[config.mk]
export PLATFORM = sky130hd
export DESIGN_NAME = serial_tx
export DESIGN_NICKNAME = d
export VERILOG_FILES = /design/src/rtl/serial_tx.sv
export SDC_FILE = /design/constraint.sdc
export NUM_CORES = 1
export LEC_CHECK = 0
export ABC_AREA = 1
export BUFFER_PORTS_ARGS = -buffer_cell sky130_fd_sc_hd__buf_2
export CORE_UTILIZATION = 56
export CTS_BUF_LIST = sky130_fd_sc_hd__clkbuf_8
export CTS_CLUSTER_DIAMETER = 50
export DETAILED_ROUTE_END_ITERATION = 16
export HOLD_SLACK_MARGIN = 0.1
export PLACE_DENSITY = 0.89
export SYNTH_ARGS = -nofsm -noshare
export SYNTH_HDL_FRONTEND = slang
export SYNTH_SLANG_ARGS = --single-unit
[constraint.sdc]
create_clock -name clk -period 1.93 [get_ports clk]
set_input_delay 0 -clock clk [delete_from_list [all_inputs] [get_ports clk]]
set_output_delay 0 -clock clk [all_outputs]
set_load 0.02 [all_outputs]
[src/rtl/serial_tx.sv]
// Asynchronous-style serial frame transmitter: start bit, DATA_BITS data bits LSB first,
// optional even-parity bit, STOP_BITS stop bits. Bit boundaries follow rising edges of baud_in.
module serial_tx #(
  parameter int DATA_BITS = 8,
  parameter int STOP_BITS = 1,
  parameter int PARITY_EN = 0
) (
  input  logic                 clk,
  input  logic                 reset,
  input  logic                 baud_in,
  input  logic [DATA_BITS-1:0] data,
  input  logic                 valid,
  output logic                 ready,
  output logic                 tx,
  output logic                 busy,
  output logic                 done
);

  localparam int CNT_W = $clog2(DATA_BITS);

  typedef enum logic [2:0] {
    S_IDLE,
    S_ALIGN,
    S_START,
    S_DATA,
    S_PARITY,
    S_STOP
  } state_t;

  state_t               r_state;
  state_t               w_state_nxt;
  logic                 r_baud_prev;
  logic                 r_tx;
  logic                 r_done;
  logic [CNT_W-1:0]     r_bit_cnt;
  logic                 r_stop_cnt;
  logic [DATA_BITS-1:0] r_shift;
  logic                 r_parity;
  logic                 w_tick;
  logic                 w_xfer;
  logic                 w_last_bit;
  logic                 w_last_stop;
  logic                 w_tx_nxt;
  logic                 w_ready;

  assign w_tick      = baud_in & ~r_baud_prev;
  assign w_xfer      = valid & w_ready;
  assign w_last_bit  = (r_bit_cnt == CNT_W'(DATA_BITS - 1));
  assign w_last_stop = (r_stop_cnt == 1'(STOP_BITS - 1));

  // State register
  always_ff @(posedge clk) begin
    if (reset) begin
      r_state <= S_IDLE;
    end else begin
      r_state <= w_state_nxt;
    end
  end

  // Next-state logic; IDLE leaves on a transfer regardless of tick, so a coincident
  // tick is consumed there and ALIGN waits for the following one.
  always_comb begin
    w_state_nxt = r_state;
    case (r_state)
      S_IDLE:   if (valid) w_state_nxt = S_ALIGN;
      S_ALIGN:  if (w_tick) w_state_nxt = S_START;
      S_START:  if (w_tick) w_state_nxt = S_DATA;
      S_DATA: begin
        if (w_tick && w_last_bit) begin
          w_state_nxt = (PARITY_EN != 0) ? S_PARITY : S_STOP;
        end
      end
      S_PARITY: if (w_tick) w_state_nxt = S_STOP;
      S_STOP:   if (w_tick && w_last_stop) w_state_nxt = S_IDLE;
      default:  w_state_nxt = S_IDLE;
    endcase
  end

  // Output logic: handshake flags and the next serial line value
  always_comb begin
    w_ready  = (r_state == S_IDLE);
    w_tx_nxt = r_tx;
    if (w_tick) begin
      case (r_state)
        S_IDLE:  w_tx_nxt = 1'b1;
        S_ALIGN: w_tx_nxt = 1'b0;
        S_START: w_tx_nxt = r_shift[0];
        S_DATA: begin
          if (!w_last_bit) begin
            w_tx_nxt = r_shift[0];
          end else if (PARITY_EN != 0) begin
            w_tx_nxt = r_parity;
          end else begin
            w_tx_nxt = 1'b1;
          end
        end
        default: w_tx_nxt = 1'b1;
      endcase
    end
  end

  // Line register, edge detector, counters and completion pulse
  always_ff @(posedge clk) begin
    if (reset) begin
      r_baud_prev <= 1'b1;
      r_tx        <= 1'b1;
      r_done      <= 1'b0;
      r_bit_cnt   <= '0;
      r_stop_cnt  <= 1'b0;
    end else begin
      r_baud_prev <= baud_in;
      r_tx        <= w_tx_nxt;
      r_done      <= w_tick && (r_state == S_STOP) && w_last_stop;
      if (w_tick) begin
        case (r_state)
          S_START: begin
            r_bit_cnt  <= '0;
            r_stop_cnt <= 1'b0;
          end
          S_DATA: if (!w_last_bit) r_bit_cnt <= r_bit_cnt + 1'b1;
          S_STOP: if (!w_last_stop) r_stop_cnt <= r_stop_cnt + 1'b1;
          default: ;
        endcase
      end
    end
  end

  // Payload shifter: bit 0 always holds the next data bit to drive
  always_ff @(posedge clk) begin
    if (w_xfer && !reset) begin
      r_shift  <= data;
      r_parity <= ^data;
    end else if (w_tick && ((r_state == S_START) || ((r_state == S_DATA) && !w_last_bit))) begin
      r_shift <= r_shift >> 1;
    end
  end

  assign ready = w_ready;
  assign busy  = ~w_ready;
  assign tx    = r_tx;
  assign done  = r_done;

endmodule

=== Yosys cells after proc, flatten, opt, wreduce, memory -nomap -nowiden ===
Index checks and enable logic that the tools add are counted.

* Output and inout bits: 4
* Word-level logic and storage cells: 59
* Register bits after elaboration: 18

* Bitwise operators: 5
* Add/sub/neg operators: 2
* Reduce and logical (&&, ||, !) cells: 17
* Equal/unequal tests: 13
* Mux-type cells: 15

{| class="wikitable"
|+ Operator list
! cell !! count
|-
| $mux W3 || 7
|-
| $pmux W3 S6 || 1
|-
| $mux W8 || 2
|-
| $ne A2 B2 Y1 const B || 7
|-
| $eq A3 B3 Y1 const B || 3
|-
| $logic_and A1 B1 Y1 || 7
|-
| $eq A3 B2 Y1 const B || 2
|-
| $pmux W3 S2 || 1
|-
| $reduce_and A6 Y1 || 1
|-
| $reduce_bool A2 Y1 || 3
|-
| $add A3 B1 Y3 const B || 1
|-
| $eq A3 B1 Y1 const B || 1
|-
| $logic_not A3 Y1 || 1
|-
| $not A1 Y1 || 3
|-
| $pmux W1 S3 || 1
|-
| $reduce_and A3 Y1 || 1
|-
| $and A1 B1 Y1 || 2
|-
| $logic_not A1 Y1 || 2
|-
| $mux W1 || 2
|-
| $pmux W1 S2 || 1
|-
| $reduce_and A2 Y1 || 1
|-
| $add A1 B1 Y1 const B || 1
|-
| $logic_or A1 B1 Y1 || 1
|}

=== Logic depth before layout (Yosys ltp) ===
Gate-level depths: netlist of the first run.

* Depth after elaboration: 7
* Gate-level depth with buffers: 9

=== Worst setup path before layout of the first run ===
No wires, ideal clock.

* Path type: flip-flop to flip-flop
* From: reg r_state[0]
* To: reg r_shift[0] (enable)
* Data required time: 1601 ps
* Buffers on the path: 1
* Cell stages (with the launch flop): 7
* Arrival: 1244 ps
* Slack: 358 ps
* Clock period less this slack: 1572 ps
* Cell sequence: dfxtp_1 > nor2_4 > inv_1 > nor2_4 > nand3_4 > buf_6 > nand2_1

* Elaborated cells on any way between the ends: 9

{| class="wikitable"
|+ RTL lines
! what !! RTL line !! source
|-
| start, declared || 30 || <nowiki>state_t r_state;</nowiki>
|-
| start signal, assigned || 56 || <nowiki>r_state <= w_state_nxt;</nowiki>
|-
| $logic_not A3 Y1 || 81 || <nowiki>w_ready = (r_state == S_IDLE);</nowiki>
|-
| net ready || 13 || <nowiki>output logic ready,</nowiki>
|-
| $and A1 B1 Y1 || 47 || <nowiki>assign w_xfer = valid & w_ready;</nowiki>
|-
| $logic_and A1 B1 Y1 || 130 || <nowiki>if (w_xfer && !reset) begin</nowiki>
|-
| $reduce_bool A2 Y1 (no source line) || n/a ||
|-
| end signal, assigned || 131 || <nowiki>r_shift <= data;</nowiki>
|-
| end signal, assigned || 134 || <nowiki>r_shift <= r_shift >> 1;</nowiki>
|-
| end, declared || 37 || <nowiki>logic [DATA_BITS-1:0] r_shift;</nowiki>
|}

The timed path passes the listed nets, and every way through them passes these cells.
A chain may end at the register's enable or synchronous reset.

=== Worst setup path after layout of the first run ===
* From: reg r_state[0]
* To: reg r_shift[7] (enable)

* Word-level cells in the longest chain between the ends: 5
* Elaborated cells on any way between the ends: 9

{| class="wikitable"
|+ Ends and longest elaborated chain
! what !! RTL line !! source
|-
| $eq A3 B2 Y1 || 133 || <nowiki>end else if (w_tick && ((r_state == S_START) || ((r_state == S_DATA) && !w_last_bit))) begin</nowiki>
|-
| $logic_and A1 B1 Y1 || 133 ||
|-
| $logic_or A1 B1 Y1 || 133 ||
|-
| $logic_and A1 B1 Y1 || 133 ||
|-
| $reduce_bool A2 Y1 (no source line) * || n/a ||
|}

Mark *: on every way between the ends. The rest lies on a longest branch, timed or not.

==> metrics, run 1 <==
post-route ant nets 0; Peak VDD IR 1.16 mV; vias in the first global route roughly 770; utilization after layout 0.785; NetSw 611 uW; crit-path max FO 16; commonest non-fill, non-tap cell in the layout nand2_1; CTS buffer count 3; final worst path period share 0.840; core area between 1000 and 1500 um^2; Nets 150; clk_skew 4.04 ps; routed vias/inst ~5.3; Mapped Cells 109; n_diodes 0; first-pass GRT wire length ~3200 um; Final Setup Violations 0; final setup margin 308 ps; total number of vias 795; YS warnings 0; Syn Std Cell Area a little under 900 um^2; Non-Filler Instances 150; pre-CTS setup slack approximately 330 ps; Crit. End Element flop; placed cells between 100 and 150; DR DRC count 0; worst hold slack 121 ps; root buf cell clkbuf_8; post-synthesis mux area share 0; worst-skew pair later-pin latency 250 ps; max_cap viols 0; routed len/inst roughly 13 um; die width between 40 and 50 um; Starting Density 0.638; CTS Buffer Depth 2; Top Ports 16; antenna violations before repair 0; part of the power in combinational logic 0.441; clock period minus worst slack 1620 ps; GRT Util Overall 0.250; H-tree Lvls 1; layout cells sized above 1 0.222; RSZ-0062 raised after global routing no; Die Ht 41.7 um; FP Rows 13; internal cell power between 800 and 900 uW; largest family of logic cells by synthesized area simple AND/OR/NAND/NOR gates; HP Class in2reg; Crit path top cell by count nor2_4; Hold Vio Cnt, Final 0; Simple-Gate Fraction of Synth Area 0.326; worst path arrival time between 1500 and 2000 ps; Slowest cell on crit path dfxtp_1; Netlist cell types 21; PD cells ~1300 nW/um^2; Slew headroom 0.768; Pre-antenna DRT Iters 4; Max stage delay on crit path 380 ps; HPWL Detailed around 1400 um; Switching Share 0.426; Seq/Total Area, Yosys 0.477; routed wire length about 1900 um; startpoint types flop; CTS sink count 17; Clk pwr share 0.183; Post-CTS Repair Setup Buffers 0; CTS tree built; Critical path buffers and inverters 1; Worst-Margin Slew around 350 ps; commonest non-fill, non-tap cells in the layout nand2_1, inv_1, buf_2, nand3_1, dfxtp_1; post-synthesis compound-gate area fraction 0.0794; crit-path cells nor2_4, inv_1, nor2_4, nand3_4, nand2_1; GPL Wtd Cong approximately 0.89; share of power burned in registers 0.376; CP Class reg2reg; CTS-repair resized insts 0; result of the run completed; Max Slew Vio Count 0; Fin Setup TNS 0 ps; post-synthesis adder-cell area fraction 0.0284; fmax 617 MHz; Congestion Overflow GR 0; Detailed Route Iter0 Violations 35; Static Leakage approximately 0.53 nW; Layout area overhead 23.0%; Buffers on Ports 15; Die Footprint between 1500 and 2000 um^2; largest net degree at the start of global routing 17; Seq cells post-synth 17; syn_area_per_cell between 8 and 9 um^2; cell family with most CP delay simple AND/OR/NAND/NOR gates; Syn Nets 123; Critical Path RT between 1500 and 2000 ps; Fill cells 85; XOR/XNOR share of the synthesized area 0; clock-pin transition on the worst setup and hold timing paths about 70 ps
routing by layer:
layer  vias to the layer above  GRT usage  wire length (um)
met5                         -          0                 0
met4                         0     0.0968                16
met3                         2     0.0783               101
met2                        29      0.419               934
met1                       360      0.297               832
li1                        404          -                 -
sequential cells by signal, indices dropped and copies added (netlist names):
name	cells
tx	1
r_baud_prev	1
r_state	3
done	1
r_bit_cnt	3
r_shift	8
final timing paths:
kind	startpoint	to	slack [ps]	depth (start not counted)
worst min-delay path	data[0]	r_shift[0]	120	3
worst max register to register	r_state[0]	r_shift[7]	310	5
worst max-delay path	r_state[0]	r_shift[7]	310	5
worst min register to register	r_bit_cnt[2]	r_bit_cnt[2]	490	2
through the flow:
step                      instance area, um^2  power, mW
after detailed placement                  980       1.16
after global routing                     1080       1.54
after CTS                                1080       1.42
final                                    1080       1.44
after global placement                    980       1.14
after floorplan                           882       1.01
power groups by stage:
stage               clock network [mW]  registers (mW)  logic, mW
floorplan                            0           0.533      0.478
global placement                     0           0.538      0.601
detailed placement                   0           0.546      0.612
CTS                              0.261           0.538      0.625
global route                     0.287           0.550      0.706
finish                           0.263           0.540      0.633
worst reg2reg max path: stages (launching register included):
cell     delay (ps)
dfxtp_1         380
nor2_4          170
inv_1            90
nor2_4          150
nand3_4         170
nand2_1         330
Yosys cell counts, drive strengths merged:
cell | count | area, um^2
or2 | 1 | 6.26
edfxtp | 8 | 240
nand3 | 11 | 72.6
nand2 | 29 | 116
nor4 | 1 | 6.26
a21oi | 7 | 35.0
nor3 | 1 | 5.00
o21ai | 7 | 35.0
ha | 2 | 25.0
buf | 1 | 11.3
inv | 18 | 67.6
dfxtp | 9 | 180
nor2 | 11 | 61.3
nand4 | 2 | 12.5
nand3b | 1 | 7.51
layout make-up:
type | count | area (um^2) | area share
Clock inverter | 1 | 3.75 | 0.00346
Tap cell | 15 | 18.8 | 0.0173
Clock buffer | 3 | 41.3 | 0.0381
Inverter | 18 | 67.6 | 0.0623
Timing Repair Buffer | 23 | 150 | 0.138
Sequential cell | 17 | 420 | 0.388
Multi-Input combinational cell | 73 | 383 | 0.353
timing repair:
item | in CTS | in global routing
hold buffers | 6 | 0
setup endpoints to repair | 0 | 0
endpoints found under the hold margin | 10 | 0
kinds of logic (layout without fill, tap and decap cells):
logic type,Yosys count,in the layout
compound gates,14,14
fa+ha+maj,2,2
buf+inv,19,45
flops,17,17
simple gates,57,57
(Power assumes the default switching activity.)
==> inputs of run 2 (changes only) <==
- ABC_AREA: 1 -> 0
- CORE_UTILIZATION: 56 -> 50
- PLACE_DENSITY: 0.89 -> 0.85
- clock period: 1.93 -> 1.4 ns (I/O delays scaled with it)
==> metrics, run 2 <==
Largest register FFs 8; startpoint types input port; Nets roughly 120; Fin Setup TNS 0 ps; PnR Total Power 1.06 mW; Static Leakage about 0.47 nW; HP Class in2reg; first-pass GRT wire length just over 3000 um; FP Rows 14; vias in the first global route roughly 690; clock-pin transition on the worst setup and hold timing paths 70 ps; clk_skew 0.785 ps; result of the run completed; cell with the most instances after synthesis dfxtp_1; Die Footprint about 1900 um^2; Slew headroom 0.787; Max stage delay on crit path ~540 ps; total number of vias between 600 and 700; core area 1540 um^2; Top Ports 16; Max Slew Vio Count 0; PD cells ~940 nW/um^2; DR DRC count 0; final worst path period share 0.998; commonest non-fill, non-tap cell in the layout buf_2; Clk pwr share 0.349; Top FF cell, synth dfxtp_1; commonest non-fill, non-tap cells in the layout buf_2, dlygate4sd3_1, edfxtp_1, mux2_2, dfxtp_1; largest net degree at the start of global routing 13; Critical Path RT about 1400 ps; CTS Buffer Depth 2; worst-skew pair later-pin latency roughly 250 ps; root buf cell clkbuf_8; syn_area_per_cell 11.9 um^2; fmax between 700 and 800 MHz; Detailed Route Iter0 Violations 12; crit-path cells dlygate4sd3_1, clkbuf_4, nor2_4, nand3_4, mux2_2; die width 43.1 um; CTS sink count 17; internal cell power ~810 uW; RSZ-0062 raised after global routing yes; worst path arrival time between 1000 and 1500 ps; n_diodes 0; Critical path buffers and inverters 2; Worst-Margin Slew 314 ps; Pre-antenna DRT Iters 4; H-tree Lvls 1; Mapped Cells slightly above 70; Switching Share 0.236; Seq cells post-synth 17; asr flop ratio synth 0; Layout area overhead 34.6%; layout cells sized above 1 0.431; Syn Std Cell Area 843 um^2; Buffers on Ports 15; Synth area leader edfxtp_1; cell family with most CP delay buffers and inverters; routed vias/inst between 5 and 6; Slowest cell on crit path dlygate4sd3_1; most instantiated cells after synthesis dfxtp_1, edfxtp_1, mux2_2, nand2_1; HPWL Detailed approximately 1100 um; post-route ant nets 0; Final Setup Violations 0; NetSw 251 uW; Seq/Total Area, Yosys 0.499; Congestion Overflow GR 0; max_cap viols 0; GPL Wtd Cong 0.738; part of the power in combinational logic 0.137; Starting Density 0.547; Netlist cell types 31; GRT Util Overall 0.236; share of power burned in registers 0.514; routed len/inst around 16 um; Largest Register r_shift; biggest regs r_shift (8), r_bit_cnt (3), r_state (3); Post-synth EDFFs 8; Yosys top cell area share 0.285; CTS buffer count 3; CTS tree built; routed wire length 1930 um; clock period minus worst slack approximately 1400 ps; Peak VDD IR ~0.79 mV; Die Ht 43.1 um; Area contributors post-synth edfxtp_1, dfxtp_1, mux2_2, mux2i_1, ha_1; Syn Nets 85; antenna violations before repair 0; Hold Vio Cnt, Final 0; crit-path max FO 10; YS warnings 0; CP Class in2reg; Crit. End Element flop
run 2: worst reg2reg max path: stages (launching register included):
cell and delay, ps:
dfxtp_2 340, ha_4 160, ha_4 160, nand2_2 60, nand4b_1 170, nand2_4 170
run 2: cell type report:
cell class	instances	area (um^2)
sequential	17	423
tap	16	20.0
timing repair buffer	31	223
clock inverter	1	5.00
multi-input combinational	47	412
fill	99	407
inverter	3	11.3
clock buffer	3	41.3
run 2: kinds of logic after synthesis:
| group | count (synthesis) | share of synthesized area |
|---|---|---|
| simple gates | 25 | 0.211 |
| flops | 17 | 0.499 |
| compound gates | 10 | 0.0772 |
| mux | 10 | 0.129 |
| buf+inv | 7 | 0.0549 |
| fa+ha+maj | 2 | 0.0297 |
run 2: per-layer routing:
metal	GRT usage	vias to the layer above	routed length, um
met5	0	-	0
li1	-	322	-
met3	0.0468	6	82
met1	0.262	319	755
met2	0.400	22	1040
met4	0.164	0	45
run 2: worst paths after layout:
check | start | end | slack (ps) | cells after the start
max | reset | r_shift[5] | 3 | 5
max reg2reg | r_bit_cnt[0] | r_shift[4] | 40 | 5
min | valid | r_shift[7] | 240 | 3
min reg2reg | r_bit_cnt[0] | r_bit_cnt[0] | 510 | 2
run 2: timing repair:
item | CTS | global route
setup buffers | 0 | 2
resized for setup | 0 | 3
hold buffers | 10 | 0
setup endpoints to repair | 0 | 15
hold endpoints to repair | 12 | 0
run 2: power groups by stage:
stage | combinational, mW | sequential [mW] | clock (mW)
6_report | 0.146 | 0.546 | 0.371
5_1_grt | 0.157 | 0.548 | 0.391
3_3_place_gp | 0.111 | 0.556 | 0
4_1_cts | 0.138 | 0.546 | 0.370
3_5_place_dp | 0.117 | 0.557 | 0
2_1_floorplan | 0.0803 | 0.557 | 0
run 2: per-stage QoR:
step	setup slack, ps	area, um^2	util	hold slack [ps]	std cells
2_1_floorplan	-12.4	873	-	104	71
3_3_place_gp	95.0	963	0.625	249	102
3_5_place_dp	47.4	963	0.625	260	102
4_1_cts	10.8	1110	0.720	203	116
5_1_grt	-23.0	1130	0.736	251	118
6_report	2.55	1130	0.736	236	118
==> inputs of run 3 (changes only) <==
- CORE_UTILIZATION: 50 -> 47
- CTS_BUF_LIST: sky130_fd_sc_hd__clkbuf_8 -> unset
- PLACE_DENSITY: 0.85 -> 0.81
==> metrics, run 3 (synthesized netlist as in run 2, its figures left out) <==
result of the run completed; HP Class in2reg; Top Ports 16; crit-path max FO 10; final worst path period share 0.992; CTS tree built; clock period minus worst slack between 1000 and 1500 ps; commonest non-fill, non-tap cells in the layout buf_2, dlygate4sd3_1, edfxtp_1, mux2_2, dfxtp_1; post-route ant nets 0; wl on met1 ~740 um; Fill cells between 100 and 150; Detailed Route Iter0 Violations 5; antenna violations before repair 0; Crit path top cell by count dlygate4sd3_1; Pre-antenna DRT Iters 4; CTS Buffer Depth 2; routed vias/inst around 5; core area 1590 um^2; CTS sink count 17; FP Rows 14; layout cells sized above 1 0.417; HPWL Detailed around 1100 um; Buffers on Ports 15; vias in the first global route approximately 650; hold path start valid; GPL Wtd Cong roughly 0.74; biggest regs r_shift (8), r_bit_cnt (3), r_state (3); Slew headroom 0.834; Starting Density 0.529; Max stage delay on crit path 570 ps; met3 wire length between 30 and 40 um; Highest Signal Layer met3; reg2reg start r_bit_cnt[0]; worst-skew pair later-pin latency 280 ps; Slowest cell on crit path dlygate4sd3_1; Layout area overhead 35.0%; CTS buffer count 3; commonest non-fill, non-tap cell in the layout buf_2; Largest Register r_shift; CP Launch Point reset; first-pass GRT wire length roughly 2800 um; Worst-Margin Slew roughly 250 ps; Hold Vio Cnt, Final 0; Static Leakage about 0.46 nW; crit-path cells dlygate4sd3_1, buf_6, or2_2, dlygate4sd3_1; fmax slightly above 700 MHz; Nets around 120; clock-pin transition on the worst setup and hold timing paths 100 ps; GRT Util Overall 0.196; Die Ht between 40 and 50 um; worst hold slack between 150 and 200 ps; Non-Filler Instances between 100 and 150; max_cap viols 0; routed wire length approximately 1600 um; die width approximately 44 um; Final Setup Violations 0; total number of vias 629; utilization after layout 0.714; worst path arrival time about 1600 ps; root buf cell clkbuf_4; Critical Path RT between 1500 and 2000 ps; Max Slew Vio Count 0; placed cells between 100 and 150; Largest register FFs 8; H-tree Lvls 1; Die Footprint between 1500 and 2000 um^2; startpoint types input port; CP Class in2reg; Congestion Overflow GR 0; routed len/inst about 12 um; PD cells slightly above 800 nW/um^2; met2 wire length 790 um; largest net degree at the start of global routing 13; n_diodes 0; RSZ-0062 raised after global routing yes; clk_skew around 9.7 ps; Crit. End Element flop; DR DRC count 0; Peak VDD IR approximately 0.57 mV
-- run 3: area by class of cell --
| cell class | count | area, um^2 | share of cell area |
|---|---|---|---|
| Clock buffer | 4 | 26.3 | 0.0231 |
| Inverter | 3 | 11.3 | 0.00989 |
| Multi-Input combinational cell | 47 | 412 | 0.362 |
| Sequential cell | 17 | 423 | 0.371 |
| Tap cell | 24 | 30.0 | 0.0264 |
| Timing Repair Buffer | 32 | 236 | 0.208 |
-- run 3: final timing paths --
check	cells past startpoint	to	slack (ps)
worst max-delay path	4	r_baud_prev	10
worst min-delay path	3	r_shift[7]	180
worst max register to register	5	r_shift[2]	30
worst min register to register	2	r_bit_cnt[1]	510
-- run 3: repair_timing --
item / in CTS / in global routing
hold endpoints to repair: 12 / 0
endpoints found under the setup margin: 0 / 16
hold buffers: 11 / 0
resized for setup: 0 / 5
setup buffers: 0 / 2
-- run 3: per-stage QoR --
step	power (mW)	TNS (ps)	setup slack, ps	instance area [um^2]
2_1_floorplan	0.637	-99.3	-12.4	873
3_3_place_gp	0.668	0	90.4	973
3_5_place_dp	0.672	0	55.0	973
4_1_cts	0.948	0	20.0	1110
5_1_grt	0.987	-213	-29.1	1140
6_report	0.944	0	10.7	1140
-- run 3: worst max-delay path, delay by kind of cell --
| family | cells | cell delay, ps |
|---|---|---|
| buffers and inverters | 3 | 1270 |
| AND/OR/NAND/NOR | 1 | 290 |
-- run 3: metal layers --
metal	vias up	GRT usage
li1	329	-
met1	294	0.265
met2	6	0.321
met3	0	0.0367
met4	0	0.0545
met5	-	0
-- run 3: where the power goes --
group / internal (mW) / leakage, nW / switching, mW
combinational: 0.0741 / 0.300 / 0.0685
sequential: 0.540 / 0.149 / 0.00507
clock: 0.110 / 0.0150 / 0.146
total: 0.724 / 0.464 / 0.219
